## src/rtl/wb_uart_lite.sv

```systemverilog
// wb_uart_lite: Wishbone classic 8-bit slave UART, 8N1 TX behind a small FIFO, one-byte RX holding register.
// Latency: each access terminates (ack or err) one cycle after cyc&stb is sampled; TX starts the edge after a push.
// Backpressure: none on the bus; DATA writes while the TX FIFO is full are acked and the byte is dropped.
module wb_uart_lite #(
    parameter int CLKS_PER_BIT  = 16,
    parameter int TX_FIFO_DEPTH = 4
) (
    input  logic        wb_clk_i,
    input  logic        wb_rst_ni,
    input  logic [31:0] wb_adr_i,
    input  logic [7:0]  wb_dat_i,
    input  logic        wb_we_i,
    input  logic        wb_cyc_i,
    input  logic        wb_stb_i,
    input  logic [2:0]  wb_cti_i,
    input  logic [1:0]  wb_bte_i,
    output logic [7:0]  wb_dat_o,
    output logic        wb_ack_o,
    output logic        wb_err_o,
    output logic        wb_rty_o,
    output logic        tx_o,
    input  logic        rx_i,
    output logic        int_o
);
    localparam int CW   = $clog2(CLKS_PER_BIT);
    localparam int AW   = $clog2(TX_FIFO_DEPTH);
    localparam int CNTW = AW + 1;
    localparam logic [CW-1:0]   BIT_END   = CW'(CLKS_PER_BIT - 1);
    localparam logic [CW-1:0]   HALF_END  = CW'(CLKS_PER_BIT / 2 - 1);
    localparam logic [CNTW-1:0] FIFO_FULL = CNTW'(TX_FIFO_DEPTH);

    localparam logic [1:0] S_IDLE  = 2'd0;
    localparam logic [1:0] S_START = 2'd1;
    localparam logic [1:0] S_DATA  = 2'd2;
    localparam logic [1:0] S_STOP  = 2'd3;

    logic       ack_q, err_q;
    logic [7:0] dat_q, dat_d;
    logic       bus_req, adr_ok, tx_push, rx_pop, stat_rd;
    logic [7:0] status;

    logic [7:0]      fifo_mem_q [TX_FIFO_DEPTH];
    logic [AW-1:0]   fifo_wr_q, fifo_rd_q;
    logic [CNTW-1:0] fifo_cnt_q;
    logic            fifo_vld, tx_full, fifo_push, tx_pop, tx_idle;

    logic [1:0]    tx_state_q, tx_state_d;
    logic [CW-1:0] tx_cnt_q, tx_cnt_d;
    logic [2:0]    tx_bit_q, tx_bit_d;
    logic [7:0]    tx_shift_q, tx_shift_d;
    logic          tx_cnt_end;

    logic          rx_meta_q, rx_sync_q, rx_prev_q;
    logic [1:0]    rx_state_q, rx_state_d;
    logic [CW-1:0] rx_cnt_q, rx_cnt_d;
    logic [2:0]    rx_bit_q, rx_bit_d;
    logic [7:0]    rx_shift_q, rx_shift_d;
    logic          rx_cnt_end, stop_smp, rx_load;
    logic [7:0]    rx_data_q, rx_data_d;
    logic          rx_valid_q, rx_valid_d, overrun_q, overrun_d, frame_err_q, frame_err_d;

    logic unused_ok;
    assign unused_ok = ^{wb_adr_i[31:3], wb_cti_i, wb_bte_i};

    // A new request is only taken while no termination is showing, so each access costs >= 2 cycles.
    assign bus_req = wb_cyc_i & wb_stb_i & ~ack_q & ~err_q;
    assign adr_ok  = (wb_adr_i[2:1] == 2'b00);
    assign tx_push = bus_req & (wb_adr_i[2:0] == 3'd0) & wb_we_i;
    assign rx_pop  = bus_req & (wb_adr_i[2:0] == 3'd0) & ~wb_we_i;
    assign stat_rd = bus_req & (wb_adr_i[2:0] == 3'd1) & ~wb_we_i;
    assign status  = {3'b000, frame_err_q, overrun_q, tx_idle, tx_full, rx_valid_q};

    always_comb begin
        dat_d = '0;
        if (bus_req & adr_ok & ~wb_we_i)
            dat_d = wb_adr_i[0] ? status : rx_data_q;
    end

    always_ff @(posedge wb_clk_i or negedge wb_rst_ni) begin
        if (!wb_rst_ni) begin
            ack_q <= 1'b0;
            err_q <= 1'b0;
            dat_q <= '0;
        end else begin
            ack_q <= bus_req & adr_ok;
            err_q <= bus_req & ~adr_ok;
            dat_q <= dat_d;
        end
    end

    assign fifo_vld  = (fifo_cnt_q != '0);
    assign tx_full   = (fifo_cnt_q == FIFO_FULL);
    assign fifo_push = tx_push & ~tx_full;
    assign tx_idle   = ~fifo_vld & (tx_state_q == S_IDLE);

    always_ff @(posedge wb_clk_i or negedge wb_rst_ni) begin
        if (!wb_rst_ni) begin
            fifo_wr_q  <= '0;
            fifo_rd_q  <= '0;
            fifo_cnt_q <= '0;
        end else begin
            if (fifo_push) fifo_wr_q <= fifo_wr_q + AW'(1);
            if (tx_pop)    fifo_rd_q <= fifo_rd_q + AW'(1);
            fifo_cnt_q <= fifo_cnt_q + CNTW'(fifo_push) - CNTW'(tx_pop);
        end
    end

    always_ff @(posedge wb_clk_i) begin
        if (fifo_push) fifo_mem_q[fifo_wr_q] <= wb_dat_i;
    end

    assign tx_cnt_end = (tx_cnt_q == BIT_END);

    always_comb begin
        tx_state_d = tx_state_q;
        tx_cnt_d   = tx_cnt_q;
        tx_bit_d   = tx_bit_q;
        tx_shift_d = tx_shift_q;
        tx_pop     = 1'b0;
        case (tx_state_q)
            S_IDLE: begin
                if (fifo_vld) begin
                    tx_pop     = 1'b1;
                    tx_shift_d = fifo_mem_q[fifo_rd_q];
                    tx_cnt_d   = '0;
                    tx_state_d = S_START;
                end
            end
            S_START: begin
                tx_cnt_d = tx_cnt_q + CW'(1);
                if (tx_cnt_end) begin
                    tx_cnt_d   = '0;
                    tx_bit_d   = '0;
                    tx_state_d = S_DATA;
                end
            end
            S_DATA: begin
                tx_cnt_d = tx_cnt_q + CW'(1);
                if (tx_cnt_end) begin
                    tx_cnt_d   = '0;
                    tx_shift_d = {1'b0, tx_shift_q[7:1]};
                    tx_bit_d   = tx_bit_q + 3'd1;
                    if (tx_bit_q == 3'd7) tx_state_d = S_STOP;
                end
            end
            default: begin
                tx_cnt_d = tx_cnt_q + CW'(1);
                if (tx_cnt_end) begin
                    tx_cnt_d = '0;
                    // Chain straight into the next start bit so queued frames are gapless.
                    if (fifo_vld) begin
                        tx_pop     = 1'b1;
                        tx_shift_d = fifo_mem_q[fifo_rd_q];
                        tx_state_d = S_START;
                    end else begin
                        tx_state_d = S_IDLE;
                    end
                end
            end
        endcase
    end

    always_ff @(posedge wb_clk_i or negedge wb_rst_ni) begin
        if (!wb_rst_ni) begin
            tx_state_q <= S_IDLE;
            tx_cnt_q   <= '0;
            tx_bit_q   <= '0;
            tx_shift_q <= '0;
        end else begin
            tx_state_q <= tx_state_d;
            tx_cnt_q   <= tx_cnt_d;
            tx_bit_q   <= tx_bit_d;
            tx_shift_q <= tx_shift_d;
        end
    end

    always_ff @(posedge wb_clk_i or negedge wb_rst_ni) begin
        if (!wb_rst_ni) begin
            rx_meta_q <= 1'b1;
            rx_sync_q <= 1'b1;
            rx_prev_q <= 1'b1;
        end else begin
            rx_meta_q <= rx_i;
            rx_sync_q <= rx_meta_q;
            rx_prev_q <= rx_sync_q;
        end
    end

    assign rx_cnt_end = (rx_cnt_q == BIT_END);

    always_comb begin
        rx_state_d = rx_state_q;
        rx_cnt_d   = rx_cnt_q;
        rx_bit_d   = rx_bit_q;
        rx_shift_d = rx_shift_q;
        stop_smp   = 1'b0;
        case (rx_state_q)
            S_IDLE: begin
                rx_cnt_d = '0;
                if (rx_prev_q & ~rx_sync_q) rx_state_d = S_START;
            end
            S_START: begin
                rx_cnt_d = rx_cnt_q + CW'(1);
                if (rx_cnt_q == HALF_END) begin
                    rx_cnt_d   = '0;
                    rx_bit_d   = '0;
                    rx_state_d = rx_sync_q ? S_IDLE : S_DATA;
                end
            end
            S_DATA: begin
                rx_cnt_d = rx_cnt_q + CW'(1);
                if (rx_cnt_end) begin
                    rx_cnt_d   = '0;
                    rx_shift_d = {rx_sync_q, rx_shift_q[7:1]};
                    rx_bit_d   = rx_bit_q + 3'd1;
                    if (rx_bit_q == 3'd7) rx_state_d = S_STOP;
                end
            end
            default: begin
                rx_cnt_d = rx_cnt_q + CW'(1);
                if (rx_cnt_end) begin
                    rx_cnt_d   = '0;
                    stop_smp   = 1'b1;
                    rx_state_d = S_IDLE;
                end
            end
        endcase
    end

    // A pop on the same edge frees the holding register, so the new byte lands without overrun.
    assign rx_load = stop_smp & rx_sync_q & (~rx_valid_q | rx_pop);

    always_comb begin
        rx_data_d   = rx_load ? rx_shift_q : rx_data_q;
        rx_valid_d  = rx_valid_q;
        overrun_d   = overrun_q;
        frame_err_d = frame_err_q;
        if (rx_pop)  rx_valid_d = 1'b0;
        if (rx_load) rx_valid_d = 1'b1;
        if (stat_rd) begin
            overrun_d   = 1'b0;
            frame_err_d = 1'b0;
        end
        if (stop_smp & rx_sync_q & rx_valid_q & ~rx_pop) overrun_d = 1'b1;
        if (stop_smp & ~rx_sync_q) frame_err_d = 1'b1;
    end

    always_ff @(posedge wb_clk_i or negedge wb_rst_ni) begin
        if (!wb_rst_ni) begin
            rx_state_q  <= S_IDLE;
            rx_cnt_q    <= '0;
            rx_bit_q    <= '0;
            rx_shift_q  <= '0;
            rx_data_q   <= '0;
            rx_valid_q  <= 1'b0;
            overrun_q   <= 1'b0;
            frame_err_q <= 1'b0;
        end else begin
            rx_state_q  <= rx_state_d;
            rx_cnt_q    <= rx_cnt_d;
            rx_bit_q    <= rx_bit_d;
            rx_shift_q  <= rx_shift_d;
            rx_data_q   <= rx_data_d;
            rx_valid_q  <= rx_valid_d;
            overrun_q   <= overrun_d;
            frame_err_q <= frame_err_d;
        end
    end

    assign wb_dat_o = dat_q;
    assign wb_ack_o = ack_q;
    assign wb_err_o = err_q;
    assign wb_rty_o = 1'b0;
    assign int_o    = rx_valid_q;
    assign tx_o     = (tx_state_q == S_START) ? 1'b0 :
                      (tx_state_q == S_DATA)  ? tx_shift_q[0] : 1'b1;
endmodule

```

## config.mk

```make
export PLATFORM = sky130hd
export DESIGN_NAME = wb_uart_lite
export DESIGN_NICKNAME = d
export VERILOG_FILES = /design/src/rtl/wb_uart_lite.sv
export SDC_FILE = /design/constraint.sdc
export NUM_CORES = 1
export LEC_CHECK = 0
export BUFFER_PORTS_ARGS = -buffer_cell sky130_fd_sc_hd__buf_2
export CAP_MARGIN = 20
export CORE_MARGIN = 4
export CORE_UTILIZATION = 56
export DETAILED_ROUTE_END_ITERATION = 10
export PLACE_DENSITY = 0.89
export SLEW_MARGIN = 0
export SYNTH_ARGS = -nofsm -noshare
export SYNTH_HDL_FRONTEND = slang
export SYNTH_SLANG_ARGS = --single-unit
```

## constraint.sdc

```tcl
create_clock -name wb_clk_i -period 3.1 [get_ports wb_clk_i]
set_clock_uncertainty 0.05 [all_clocks]
set_input_delay 0.155 -clock wb_clk_i [delete_from_list [all_inputs] [get_ports wb_clk_i]]
set_output_delay 0.155 -clock wb_clk_i [all_outputs]
set_load 0.005 [all_outputs]
```

==> metrics.txt <==
crit path launch wb_err_o; DR iter-0 viols 198; CP endpoint fifo_cnt_q[2]; clock share of power 21.3%; ys async rst share 67.01%; number of fillers in the final layout 539; GR Overflow Total 0; critical path peak fanout 7; reg2reg setup slack 0.26 ns; distinct cell type count after synthesis 46; # DRC 0; most frequent CP cell inv_1; Combinational Power Share 28.9%; Seq pwr share 49.8%; Post-Syn Nets 396; max_cap viols 0; WP data required 3.29 ns; hpwl dp 4.951 mm; actual slew at the worst max-slew pin 0.8993 ns; max_slew headroom 40.05%; critical path's top delay family simple AND/OR/NAND/NOR gates; # clock sinks 97; sw power 0.001220 W; first-pass GRT wire length 12.26 mm; Placement Cell Area 0.004428 sq mm; FF+latch area 0.002591 sq mm; RePlAce Congestion 0.8051; CP max-delay cell and4b_1; most used flip-flop cell after synthesis dfrtp_1; Pint 0.002365 W; wire per inst 15.67 um; Buffers & Inverters on Critical Path 3; Clock Path Buffers 2; Leakage 2.083 nW; synthesis-stage register bit count 97; status completed; multi-input logic area 0.001505 sq mm; Routed WL 7.334 mm; Sw Ratio 34.02%; vias per cell 5.442; Die ar. 0.009001 sq mm; vias in the first global route 2,579; EDFF count, synth 32; n_diodes 0; Worst-path clk slew 0.09 ns; design area 0.004732 sq mm; Reg2Reg Capture Point fifo_cnt_q[2]; initial antenna violation count 0; commonest non-fill, non-tap cell in the layout dfrtp_1; row count 31; Mapped Avg Cell Area 12.89 sq um; I/O Buffers 28; CP Launch Type register; CTS tree done; Min-Delay Path Class primary input to register; TNS Setup 0 ns; critical path class register to register; Synth Cell Area 0.004227 sq mm; Worst Path Arrival 3.04 ns; PwrDens 757.6 mW/mm^2; R2R cell count 11; worst vdd ir 0.0003161 V; Syn-to-layout area delta 11.96%; # IOs 64; NumNets Final 432; register area share after synthesis 61.31%; TritonCTS buffer count 9; unrepaired setup endpoints after global routing no; Clock Latency Late Sink 0.36 ns; Hold Violations, Final 0; endpoints failing setup 0; crit end category register; initial core utilization 57.96%; Core Footprint 0.007292 sq mm; RR Startpoint wb_err_o; most frequent cells in the layout 62 x dfrtp_1, 32 x edfxtp_1, 28 x buf_2; CP Depth 11; Final Max Tran Viols 0; die width 94.88 um; detailed-router iteration count before antenna repair 4; crit-path cells nand4bb_4, nor3_1, and4b_1, inv_1, ha_1, inv_1, ha_1, inv_1, fa_1, xnor2_1, xnor2_1; Syn. warnings 0; Resized Gates After CTS 0; Mapped Cells 328; die height 94.88 um; # H-tree levels 3; via count 2,547; GRT Overall Usage 17.90%; largest net degree at the start of global routing 48; Final min period 2.844 ns; fraction of layout cells with a size suffix above 1 20.05%; Max Clk Rate 351.6 MHz; Final ANT Viol Nets 0; slowest stage delay, CP 0.40 ns; fin crit share 91.74%; Root Buffer clkbuf_8
## power groups by stage
stage          registers (W)  clock network (W)  logic, W
6_report             0.00179           0.000764   0.00104
2_1_floorplan        0.00167                  0  0.000901
3_3_place_gp         0.00179                  0  0.000943
4_1_cts              0.00178           0.000776   0.00104
5_1_grt              0.00182           0.000824   0.00116
3_5_place_dp         0.00181                  0   0.00101
## tightest hold or removal path: cells and delay by family
kind | cells | cell delay (ns)
buffers and inverters | 1 | 0.11
and+or+nand+nor | 2 | 0.15
## cell type report
| cell class | count | share of cell area (%) |
|---|---|---|
| Multi-Input combinational cell | 200 | 31.81 |
| Timing Repair Buffer | 42 | 5.817 |
| Clock inverter | 2 | 0.2380 |
| Clock buffer | 14 | 3.649 |
| Sequential cell | 97 | 54.76 |
| Tap cell | 99 | 2.618 |
| Inverter | 14 | 1.111 |
## repair_timing
action | in CTS | in global routing
hold buffers | 12 | 0
setup buffers | 0 | 0
hold endpoints to repair | 52 | 0
## cell families (layout without fill, tap and decap cells)
family / Yosys count / in the layout / share of synthesized area [%]
mux: 39 / 39 / 9.799
flops: 97 / 97 / 61.31
compound gates: 57 / 57 / 8.555
fa+ha+maj: 17 / 17 / 5.210
simple gates: 80 / 80 / 10.72
xor+xnor: 6 / 6 / 1.243
buf+inv: 31 / 72 / 3.079
other cells: 1 / 1 / 0.08872
## cell usage after synthesis (3+ instances only)
library cell   n  area, sq um
edfxtp_1      32        960.9
mux2_2        19        214.0
clkbuf_1       8        30.03
a21oi_1       22        110.1
nand2_1       11        41.29
nand4_1        3        18.77
nor3_1         6        30.03
xnor2_1        5        43.79
nand3_1        7        35.03
buf_2          8        40.04
nand2b_1       7        43.79
nor4_1         3        18.77
and2_1         9        56.30
inv_1         14        52.55
ha_1          16        200.2
o21ai_0        7        35.03
dfrtp_1       62         1551
nor2_1        22        82.58
a31oi_1        5        31.28
mux2i_1       20        200.2
dfstp_2        3        78.83
o22ai_1        7        43.79
## per-stage QoR
stage	instances	setup WS (ns)	utilization, %	power, W	hold slack (ns)
floorplan	328	0.5896	-	0.002572	-0.1906
global placement	440	0.4463	60.72	0.002736	0.05484
detailed placement	440	0.2925	60.72	0.002821	0.06193
global route	468	0.1026	64.89	0.003811	0.06247
CTS	468	0.2671	64.89	0.003602	0.04394
finish	468	0.2562	64.89	0.003585	0.04160
## flip-flops by register name (all words and copies together) (netlist names)
register	flops
wb_err_o	1
frame_err_q	1
rx_sync_q	1
tx_state_q	2
overrun_q	1
rx_shift_q	8
fifo_mem_q	32
tx_cnt_q	4
rx_bit_q	3
rx_state_q	2
rx_data_q	8
wb_ack_o	1
wb_dat_o	8
rx_prev_q	1
rx_meta_q	1
rx_cnt_q	4
fifo_wr_q	2
fifo_cnt_q	3
fifo_rd_q	2
tx_shift_q	8
tx_bit_q	3
int_o	1
## worst min-delay path by stage
stage	start	slack (ns)	depth (start not counted)	end
2_1_floorplan	wb_rst_ni	-0.19	0	fifo_cnt_q[0]
6_report	wb_adr_i[1]	0.04	3	wb_err_o
5_1_grt	wb_adr_i[1]	0.06	3	wb_err_o
3_3_place_gp	wb_rst_ni	0.05	1	tx_cnt_q[2]
4_1_cts	wb_adr_i[1]	0.04	3	wb_err_o
3_5_place_dp	wb_rst_ni	0.06	1	wb_dat_o[2]
## per-layer routing
| metal | vias up | routed length [um] | GRT usage (%) |
|---|---|---|---|
| met2 | 36 | 3815 | 30.42 |
| met5 | - | 0 | 0 |
| met4 | 0 | 116 | 6.851 |
| met3 | 9 | 244 | 3.586 |
| li1 | 1249 | - | - |
| met1 | 1253 | 3157 | 22.60 |
Note: power is estimated with default switching activity, not from simulation.
